===== src/rtl/miti_video_pkg.sv =====
// Shared definitions for the MITI video capture block: FSM state encoding,
// default 512x192 monochrome geometry and the bytes-per-line derivation.
package miti_video_pkg;

    typedef enum logic [2:0] {
        ST_IDLE,
        ST_V_SKIP,
        ST_H_SKIP,
        ST_ACTIVE,
        ST_LINE_END
    } cap_state_e;

    function automatic int bytes_per_line(input int h_active);
        return h_active / 8;
    endfunction

    localparam int DEF_H_ACTIVE       = 512;
    localparam int DEF_V_ACTIVE       = 192;
    localparam int DEF_BYTES_PER_LINE = bytes_per_line(DEF_H_ACTIVE);

endpackage


===== src/rtl/miti_sync_edge.sv =====
// Two-flop synchronizer for an asynchronous level, with rise/fall pulses
// derived from the synchronized value and its one-cycle-delayed copy.
module miti_sync_edge (
    input  logic clk,
    input  logic reset,
    input  logic async_i,
    output logic level_o,
    output logic rise_o,
    output logic fall_o
);

    logic meta_q;
    logic sync_q;
    logic prev_q;

    // NOTE: non-blocking assignments so each stage captures the previous stage's old value.
    always_ff @(posedge clk) begin
        if (reset) begin
            meta_q <= 1'b0;
            sync_q <= 1'b0;
            prev_q <= 1'b0;
        end else begin
            meta_q <= async_i;
            sync_q <= meta_q;
            prev_q <= sync_q;
        end
    end

    assign level_o = sync_q;
    assign rise_o  = sync_q & ~prev_q;
    assign fall_o  = ~sync_q & prev_q;

endmodule


===== src/rtl/miti_video_capture.sv =====
// Captures the Model III active video window into a byte-wide frame buffer.
// Define MITI_VCAP_STATS_EN to add the err_count / last_lines statistics ports.
module miti_video_capture
    import miti_video_pkg::*;
#(
    parameter int H_ACTIVE = DEF_H_ACTIVE,
    parameter int V_ACTIVE = DEF_V_ACTIVE,
    parameter int H_SKIP   = 96,
    parameter int V_SKIP   = 30,
    parameter int ADDR_W   = $clog2(DEF_BYTES_PER_LINE * DEF_V_ACTIVE)
) (
    input  logic              clk,
    input  logic              reset,
    input  logic              pix_clk,
    input  logic              video_in,
    input  logic              hsync_in,
    input  logic              vsync_in,
    output logic              wr_en,
    output logic [ADDR_W-1:0] wr_addr,
    output logic [7:0]        wr_data,
    output logic              frame_done,
    output logic              capturing
`ifdef MITI_VCAP_STATS_EN
    ,
    output logic [7:0]        err_count,
    output logic [9:0]        last_lines
`endif
);

    localparam int BPL   = bytes_per_line(H_ACTIVE);
    localparam int PIX_W = $clog2(H_ACTIVE);
    localparam int CNT_W = 16;

    logic video_s, hs_fall, vs_fall, strobe, pix_prev_q;
    logic hs_level_unused, hs_rise_unused, vs_level_unused, vs_rise_unused;
    logic vid_rise_unused, vid_fall_unused;

    miti_sync_edge u_sync_hs (
        .clk(clk), .reset(reset), .async_i(hsync_in),
        .level_o(hs_level_unused), .rise_o(hs_rise_unused), .fall_o(hs_fall)
    );
    miti_sync_edge u_sync_vs (
        .clk(clk), .reset(reset), .async_i(vsync_in),
        .level_o(vs_level_unused), .rise_o(vs_rise_unused), .fall_o(vs_fall)
    );
    miti_sync_edge u_sync_vid (
        .clk(clk), .reset(reset), .async_i(video_in),
        .level_o(video_s), .rise_o(vid_rise_unused), .fall_o(vid_fall_unused)
    );

    assign strobe = pix_clk & ~pix_prev_q;

    cap_state_e        state_q, state_d;
    logic [CNT_W-1:0]  hcount_q, hcount_d, vcount_q, vcount_d, line_q, line_d;
    logic [CNT_W-1:0]  hcount_inc, vcount_inc, line_inc;
    logic [PIX_W-1:0]  pix_q, pix_d;
    logic [ADDR_W-1:0] line_base_q, line_base_d, base_inc;
    logic [7:0]        shift_q, shift_d;
    logic              wr_en_q, wr_en_d, frame_done_q, frame_done_d;
    logic [ADDR_W-1:0] wr_addr_q, wr_addr_d;
    logic [7:0]        wr_data_q, wr_data_d;

    assign hcount_inc = hcount_q + CNT_W'(1);
    assign vcount_inc = vcount_q + CNT_W'(1);
    assign line_inc   = line_q + CNT_W'(1);
    assign base_inc   = line_base_q + ADDR_W'(BPL);

    // NOTE: every variable gets a default before the case so no latch is inferred.
    always_comb begin
        state_d      = state_q;
        hcount_d     = hcount_q;
        vcount_d     = vcount_q;
        line_d       = line_q;
        pix_d        = pix_q;
        line_base_d  = line_base_q;
        shift_d      = shift_q;
        wr_en_d      = 1'b0;
        wr_addr_d    = wr_addr_q;
        wr_data_d    = wr_data_q;
        frame_done_d = 1'b0;

        if (vs_fall) begin
            // Start of a new frame; any frame in progress is abandoned.
            state_d     = ST_V_SKIP;
            hcount_d    = '0;
            vcount_d    = '0;
            line_d      = '0;
            pix_d       = '0;
            line_base_d = '0;
            shift_d     = '0;
        end else begin
            unique case (state_q)
                ST_IDLE: begin
                end
                ST_V_SKIP: begin
                    if (hs_fall) begin
                        if (32'(vcount_inc) >= V_SKIP) begin
                            state_d  = ST_H_SKIP;
                            hcount_d = '0;
                        end else begin
                            vcount_d = vcount_inc;
                        end
                    end
                end
                ST_H_SKIP, ST_ACTIVE: begin
                    if (hs_fall) begin
                        // Short line: drop the partial byte but still consume the line.
                        line_d      = line_inc;
                        line_base_d = base_inc;
                        hcount_d    = '0;
                        pix_d       = '0;
                        shift_d     = '0;
                        if (32'(line_inc) >= V_ACTIVE) begin
                            state_d      = ST_IDLE;
                            frame_done_d = 1'b1;
                        end else begin
                            state_d = ST_H_SKIP;
                        end
                    end else if (strobe) begin
                        if (state_q == ST_H_SKIP) begin
                            if (32'(hcount_inc) >= H_SKIP) begin
                                state_d = ST_ACTIVE;
                                pix_d   = '0;
                            end else begin
                                hcount_d = hcount_inc;
                            end
                        end else begin
                            shift_d = {shift_q[6:0], video_s};
                            pix_d   = pix_q + PIX_W'(1);
                            if (pix_q[2:0] == 3'b111) begin
                                wr_en_d   = 1'b1;
                                wr_data_d = {shift_q[6:0], video_s};
                                wr_addr_d = line_base_q + ADDR_W'(pix_q >> 3);
                            end
                            if (32'(pix_q) == H_ACTIVE - 1) begin
                                state_d     = ST_LINE_END;
                                line_d      = line_inc;
                                line_base_d = base_inc;
                            end
                        end
                    end
                end
                ST_LINE_END: begin
                    if (32'(line_q) >= V_ACTIVE) begin
                        state_d      = ST_IDLE;
                        frame_done_d = 1'b1;
                    end else if (hs_fall) begin
                        state_d  = ST_H_SKIP;
                        hcount_d = '0;
                    end
                end
                default: state_d = ST_IDLE;
            endcase
        end
    end

    always_ff @(posedge clk) begin
        if (reset) begin
            state_q      <= ST_IDLE;
            pix_prev_q   <= 1'b0;
            hcount_q     <= '0;
            vcount_q     <= '0;
            line_q       <= '0;
            pix_q        <= '0;
            line_base_q  <= '0;
            shift_q      <= '0;
            wr_en_q      <= 1'b0;
            wr_addr_q    <= '0;
            wr_data_q    <= '0;
            frame_done_q <= 1'b0;
        end else begin
            state_q      <= state_d;
            pix_prev_q   <= pix_clk;
            hcount_q     <= hcount_d;
            vcount_q     <= vcount_d;
            line_q       <= line_d;
            pix_q        <= pix_d;
            line_base_q  <= line_base_d;
            shift_q      <= shift_d;
            wr_en_q      <= wr_en_d;
            wr_addr_q    <= wr_addr_d;
            wr_data_q    <= wr_data_d;
            frame_done_q <= frame_done_d;
        end
    end

    assign wr_en      = wr_en_q;
    assign wr_addr    = wr_addr_q;
    assign wr_data    = wr_data_q;
    assign frame_done = frame_done_q;
    assign capturing  = (state_q == ST_H_SKIP) || (state_q == ST_ACTIVE) ||
                        (state_q == ST_LINE_END);

`ifdef MITI_VCAP_STATS_EN
    logic       short_line, abort;
    logic [7:0] err_q;
    logic [9:0] hs_cnt_q, last_lines_q;

    assign abort      = vs_fall && (state_q != ST_IDLE);
    assign short_line = !vs_fall && hs_fall &&
                        ((state_q == ST_H_SKIP) || (state_q == ST_ACTIVE));

    always_ff @(posedge clk) begin
        if (reset) begin
            err_q        <= '0;
            hs_cnt_q     <= '0;
            last_lines_q <= '0;
        end else begin
            if ((short_line || abort) && (err_q != 8'hFF)) begin
                err_q <= err_q + 8'd1;
            end
            if (vs_fall) begin
                last_lines_q <= hs_cnt_q;
                hs_cnt_q     <= '0;
            end else if (hs_fall && (hs_cnt_q != 10'h3FF)) begin
                hs_cnt_q <= hs_cnt_q + 10'd1;
            end
        end
    end

    assign err_count  = err_q;
    assign last_lines = last_lines_q;
`endif

endmodule

===== config.mk =====
export PLATFORM = sky130hd
export DESIGN_NAME = miti_video_capture
export DESIGN_NICKNAME = d
export VERILOG_FILES = /design/src/rtl/miti_video_pkg.sv /design/src/rtl/miti_sync_edge.sv /design/src/rtl/miti_video_capture.sv
export SDC_FILE = /design/constraint.sdc
export NUM_CORES = 1
export LEC_CHECK = 0
export ABC_CLOCK_PERIOD_IN_PS = 6600
export CAP_MARGIN = 20
export CORE_UTILIZATION = 54
export CTS_BUF_LIST = sky130_fd_sc_hd__clkbuf_4
export CTS_CLUSTER_DIAMETER = 100
export DETAILED_ROUTE_END_ITERATION = 7
export PLACE_DENSITY = 0.74
export SETUP_SLACK_MARGIN = 0.5
export SYNTH_ARGS = -nofsm -noshare
export SYNTH_HDL_FRONTEND = slang
export SYNTH_SLANG_ARGS = --single-unit

===== constraint.sdc =====
create_clock -name clk -period 6.6 [get_ports clk]
set_input_delay 0.99 -clock clk [delete_from_list [all_inputs] [get_ports clk]]
set_output_delay 0.99 -clock clk [all_outputs]
set_load 0.02 [all_outputs]

### After elaboration in Yosys (flattened, before gate mapping)

Index checks and enable logic that the tools add are counted.

* logic and storage cells: 127
* register bits after elaboration: 114
* output and inout port bits: 25
* bits of input ports: 6

* magnitude comparators: 4
* $add $sub $neg: 6
* eq/ne operators: 25
* muxes and demuxes: 41
* bitwise logic cells: 13
* reduce and logical (&&, ||, !) cells: 17

Operators with widths (count)
* $mux 16: 12
* $mux 14: 4
* $add 16x1->16 const B: 3
* $pmux 16 s3: 1
* $mux 9: 4
* $ge 16x8->1 const B: 2
* $mux 3: 9
* $mux 7: 3
* $ge 16x5->1 const B: 1
* $ge 16x7->1 const B: 1
* $ne 3x3->1 const B: 5
* $add 14x6->14: 1
* $add 14x7->14 const B: 1
* $reduce_and 7->1: 2
* $pmux 3 s4: 1
* $ne 2x2->1 const B: 5
* $ne 5x4->1 const B: 2
* $not 1->1: 10
* $add 9x1->9 const B: 1
* $eq 9x9->1 const B: 1
* $reduce_and 3->1: 3
* $ne 4x3->1 const B: 2
* $ne 4x4->1 const B: 2
* $reduce_and 8->1: 1
* other kinds (17): 29

### Longest topological paths before layout

* depth in word-level cells: 8
* gate-level depth with buffers: 12
* mapped depth without buffers: 11

### By module

A second synthesis with hierarchy kept.

* cell total of the unflattened synthesis: 615
* area total of the unflattened synthesis: 5139.9 um^2

By module, submodules not included
* miti_video_capture: cells each 591, sequential area each 2001.9 um^2, area an instance 4865.9 um^2, times used 1
* miti_sync_edge: cells each 8, sequential area each 60.1 um^2, area an instance 91.3 um^2, times used 3

### Worst setup path before layout

Ideal clock, no wire load.

* path type: input to register
* start point: in pix_clk
* end point: reg line_q[15]
* cell stages on the path: 7
* setup slack: 4184 ps
* required time: 6472 ps
* setup time: 128 ps
* arrival time: 2289 ps
* buffers on the path: 0
* cell sequence: nand3b_1 > a21oi_1 > o21ai_1 > nor3_1 > nand3_1 > xor2_1 > nor2_1

* word-level cells in the longest chain between the ends: 3

Ends and longest elaborated chain
* start: declaration: RTL line miti_video_capture.sv:14 `input logic pix_clk,`
* $and 1x1->1: RTL line miti_video_capture.sv:51 `assign strobe = pix_clk & ~pix_prev_q;`
* $reduce_bool 2->1 (no line)
* $reduce_and 4->1 (no line)
* end signal: assignment: RTL line miti_video_capture.sv:176 `line_q <= line_d;`
* end: declaration: RTL line miti_video_capture.sv:54 `logic [CNT_W-1:0] hcount_q, hcount_d, vcount_q, vcount_d, line_q, line_d;`

No other way between the ends.
A chain may end at the register's enable or synchronous reset.

### Final worst setup path

* start point: reg state_q[2]
* end point: out capturing

* word-level cells in the longest chain between the ends: 3
* elaborated cells between the ends (all ways): 5
* those cells by class: eq/ne (3); reduce/logical (2)

Ends and longest elaborated chain
* start: declaration: RTL line miti_video_capture.sv:53 `cap_state_e state_q, state_d;`
* start signal: assignment: RTL line miti_video_capture.sv:172 `state_q <= state_d;`
* $eq 3x2->1: RTL line miti_video_capture.sv:191 `assign capturing = (state_q == ST_H_SKIP) || (state_q == ST_ACTIVE) ||`
* $logic_or 1x1->1: RTL line miti_video_capture.sv:191
* $logic_or 1x1->1 *: RTL line miti_video_capture.sv:191
* end: declaration: RTL line miti_video_capture.sv:22 `output logic capturing`

Mark *: on every way between the ends. The rest lies on a longest branch, timed or not.

==> summary.md <==
| Metric | Value |
|---|---|
| Status | finished, final reports clean |
| P_int | around 760 uW |
| Met2 WL | approximately 5000 um |
| Top sig layer | met4 |
| Number of synthesized register bits | 108 |
| Post-synthesis cell area | 0.00501 mm2 |
| Vias in the first global route | ~3900 |
| Global-route wire length before repair | 17900 um |
| Prevailing post-synth register cell | dfxtp_1 |
| Comb power frac | roughly 2.8% |
| Relative slew slack | a little under two fifths |
| Routed Antenna Nets | 0 |
| Unique masters post-synth | slightly above 60 |
| CTS sink count | approximately 110 |
| Cts-stage hold buffer count | 0 |
| Startpoint Class | flop |
| Layout cells sized above 1 | ~6.1% |
| Clk buf depth | 2 |
| Placed Area | 0.00536 mm2 |
| Area grow syn2layout | 10.1% |
| PostCTS Resize Cnt | 0 |
| Crit path DAT | around 2000 ps |
| Initial antenna violation count | 0 |
| Number of enable flip-flop cells after synthesis | 0 |
| DRC viols | 0 |
| CTS Root Cell | clkbuf_4 |
| Fin. Hold Viols | 0 |
| Via count | about 4300 |
| CP Max Fanout | 10 |
| Crit path launch | state_q[2] |
| Core Area | approximately 0.009 mm2 |
| Mapped Nets | roughly 610 |
| Fin crit share | between 40 and 50% |
| Unrepaired setup endpoints after global routing | no |
| Share of synthesized registers carrying an async set or reset | 0% |
| Layout Skew | ~34 ps |
| Fmax | 0.332 GHz |
| Power per Cell Area | 187 mW/mm2 |
| Met1 wire length | a little under 5000 um |
| Setup bufs post-CTS | 0 |
| Iteration-0 DRC Markers | 230 |
| PortBufs | 30 |
| Critical Path RT | ~5600 ps |
| Largest net degree at the start of global routing | 47 |
| Final wirelength | 10500 um |
| DR WL met3 | about 420 um |
| P_sw | 272 uW |
| Post-synthesis sequential area ratio | 43.2% |
| GP Congestion | ~0.85 |
| Yosys warnings | 0 |
| Final Cell Area | roughly 0.0055 mm2 |
| Max Cap Viol | 0 |
| CTS tree | done |
| DP HPWL | between 7000 and 8000 um |
| H-tree Lvls | 3 |
| Tmin final | between 3000 and 4000 ps |
| Crit end category | output pin |
| Final setup violation count | 0 |
| Worst R2R Start | vcount_q[0] |
| Top Ports | 31 |
| Average cell area after synthesis | 8.36 um2 |
| Min-delay src | wr_addr[0] |
| Die ar. | slightly below 0.01 mm2 |
| Tot Pwr | ~1000 uW |
| Clock power frac | 33.6% |
| Filler Cell Count | approximately 780 |
| Reg clk slew, reported paths | about 180 ps |
| Grt ovf | 0 |
| Worst setup path category | flop to output pin |
| Switching Share | 26.4% |
| CTS buffer count | 9 |
| # rows | 34 |
| Hold crit path type | flop to flop |
| LEAKAGE | roughly 0.0020 uW |
| Peak VDD IR | between 0.0001 and 0.00015 V |
| Cells after Synth | roughly 600 |
| Gr usage total | 22.5% |
| Worst skew pair latency | 490 ps |
| Sequential Power Share | between 60 and 70% |
| Actual slew at the worst max-slew pin | about 940 ps |
| Chip Width | around 100 um |
| Final setup TNS | 0 ps |
| Starting Density | between 50% and 60% |
| Final #Nets | 633 |
| Vias/cell | a little under 6 |
| Wire per inst | about 14 um |
| Slew Viols, Final | 0 |
| DRT Pass-1 Iters | 5 |
| Die Span Y | between 90 and 100 um |
| Ant. Diodes | 0 |
critical path, stage by stage, from the launching register on:
cell and delay (ps):
dfxtp_1 530, nand2b_1 340, nand2_1 140, clkdlybuf4s50_1 560
per-layer routing:
metal	vias up	global-route usage, %
met3	18	5.15
li1	2153	-
met1	2018	29.5
met2	97	37.9
met4	0	4.71
met5	-	0
final timing paths:
kind / slack (ps) / end / depth (start not counted)
min: 470 / wr_addr[0] / 2
max: 3590 / capturing / 3
max reg2reg: 3790 / hcount_q[0] / 8
min reg2reg: 470 / wr_addr[0] / 2
cells in the final DEF (no fill, tap or decap), types with 4 or more instances in the layout:
cell type,Yosys,layout
ha_1,9,9
clkdlybuf4s50_1,0,30
dfxtp_1,108,108
mux2i_1,6,6
a31oi_1,10,10
and3_1,23,23
xor2_1,15,15
a21oi_1,49,49
clkbuf_4,0,9
nand3_1,27,27
nand3b_1,4,4
nor3_1,12,12
nor2b_1,14,14
nand2b_1,8,8
buf_4,0,4
xnor2_1,12,12
nand2_1,87,87
o211ai_1,4,4
nor2_1,56,56
o21ai_0,20,20
nand4_1,14,14
inv_1,10,10
and4_1,5,5
and2_1,14,14
cell type report:
cell class                 count  area [um2]  area share, %
multi-input combinational    455        2700           48.9
sequential                   108        2160           39.2
timing repair buffer          34         330           5.99
tap                          108         135           2.45
clock inverter                 7        86.3           1.57
clock buffer                   9        67.6           1.23
inverter                      10        37.5          0.681
state kept, by name (all words and copies together) (netlist names):
name and cells:
frame_done 1, hcount_q 16, line_base_q 8, line_q 16, pix_prev_q 1, pix_q 9
shift_q 7, state_q 3, u_sync_hs.level_o 1, u_sync_hs.meta_q 1, u_sync_hs.prev_q 1, u_sync_vid.level_o 1
u_sync_vid.meta_q 1, u_sync_vs.level_o 1, u_sync_vs.meta_q 1, u_sync_vs.prev_q 1, vcount_q 16, wr_addr 14
wr_data 8, wr_en 1
kinds of logic after synthesis:
kind of cell	Yosys count	synth area share (%)
and+or+nand+nor	286	29.5
AOI/OAI and AO/OA	124	15.5
DFF	108	43.2
buffers and inverters	36	2.97
xor gates and xnor gates	27	4.72
muxes	9	1.87
adders and majority gates	9	2.25
synthesized netlist by cell type, types with 4 or more instances:
| library cell | instances | area (um2) |
|---|---|---|
| a21oi_1 | 49 | 245 |
| a31oi_1 | 10 | 62.6 |
| and2_1 | 14 | 87.6 |
| and3_1 | 23 | 144 |
| and4_1 | 5 | 43.8 |
| buf_2 | 4 | 20.0 |
| clkbuf_1 | 18 | 67.6 |
| dfxtp_1 | 108 | 2160 |
| ha_1 | 9 | 113 |
| inv_1 | 10 | 37.5 |
| mux2i_1 | 6 | 60.1 |
| nand2_1 | 87 | 327 |
| nand2b_1 | 8 | 50.1 |
| nand3_1 | 27 | 135 |
| nand3b_1 | 4 | 30.0 |
| nand4_1 | 14 | 87.6 |
| nor2_1 | 56 | 210 |
| nor2b_1 | 14 | 87.6 |
| nor3_1 | 12 | 60.1 |
| o211ai_1 | 4 | 30.0 |
| o21ai_0 | 20 | 100 |
| xnor2_1 | 12 | 105 |
| xor2_1 | 15 | 131 |
power by group through the flow:
stage	clock, uW	sequential (uW)	combinational (uW)
after floorplan	0	670	20.5
after global placement	0	670	27.6
after detailed placement	0	670	28.5
after CTS	354	657	28.5
after global routing	382	658	31.4
final	346	657	28.7
metrics by stage:
stage / worst slack, ps / hold slack, ps / instances / utilization [%]
after floorplan: 4180 / 414 / 599 / -
final: 3590 / 466 / 731 / 62.3
after CTS: 3590 / 464 / 731 / 62.3
after global placement: 3290 / 424 / 714 / 60.5
after global routing: 3490 / 491 / 731 / 62.3
after detailed placement: 3190 / 428 / 715 / 60.6
No activity file was read; power rests on OpenSTA's default activity.
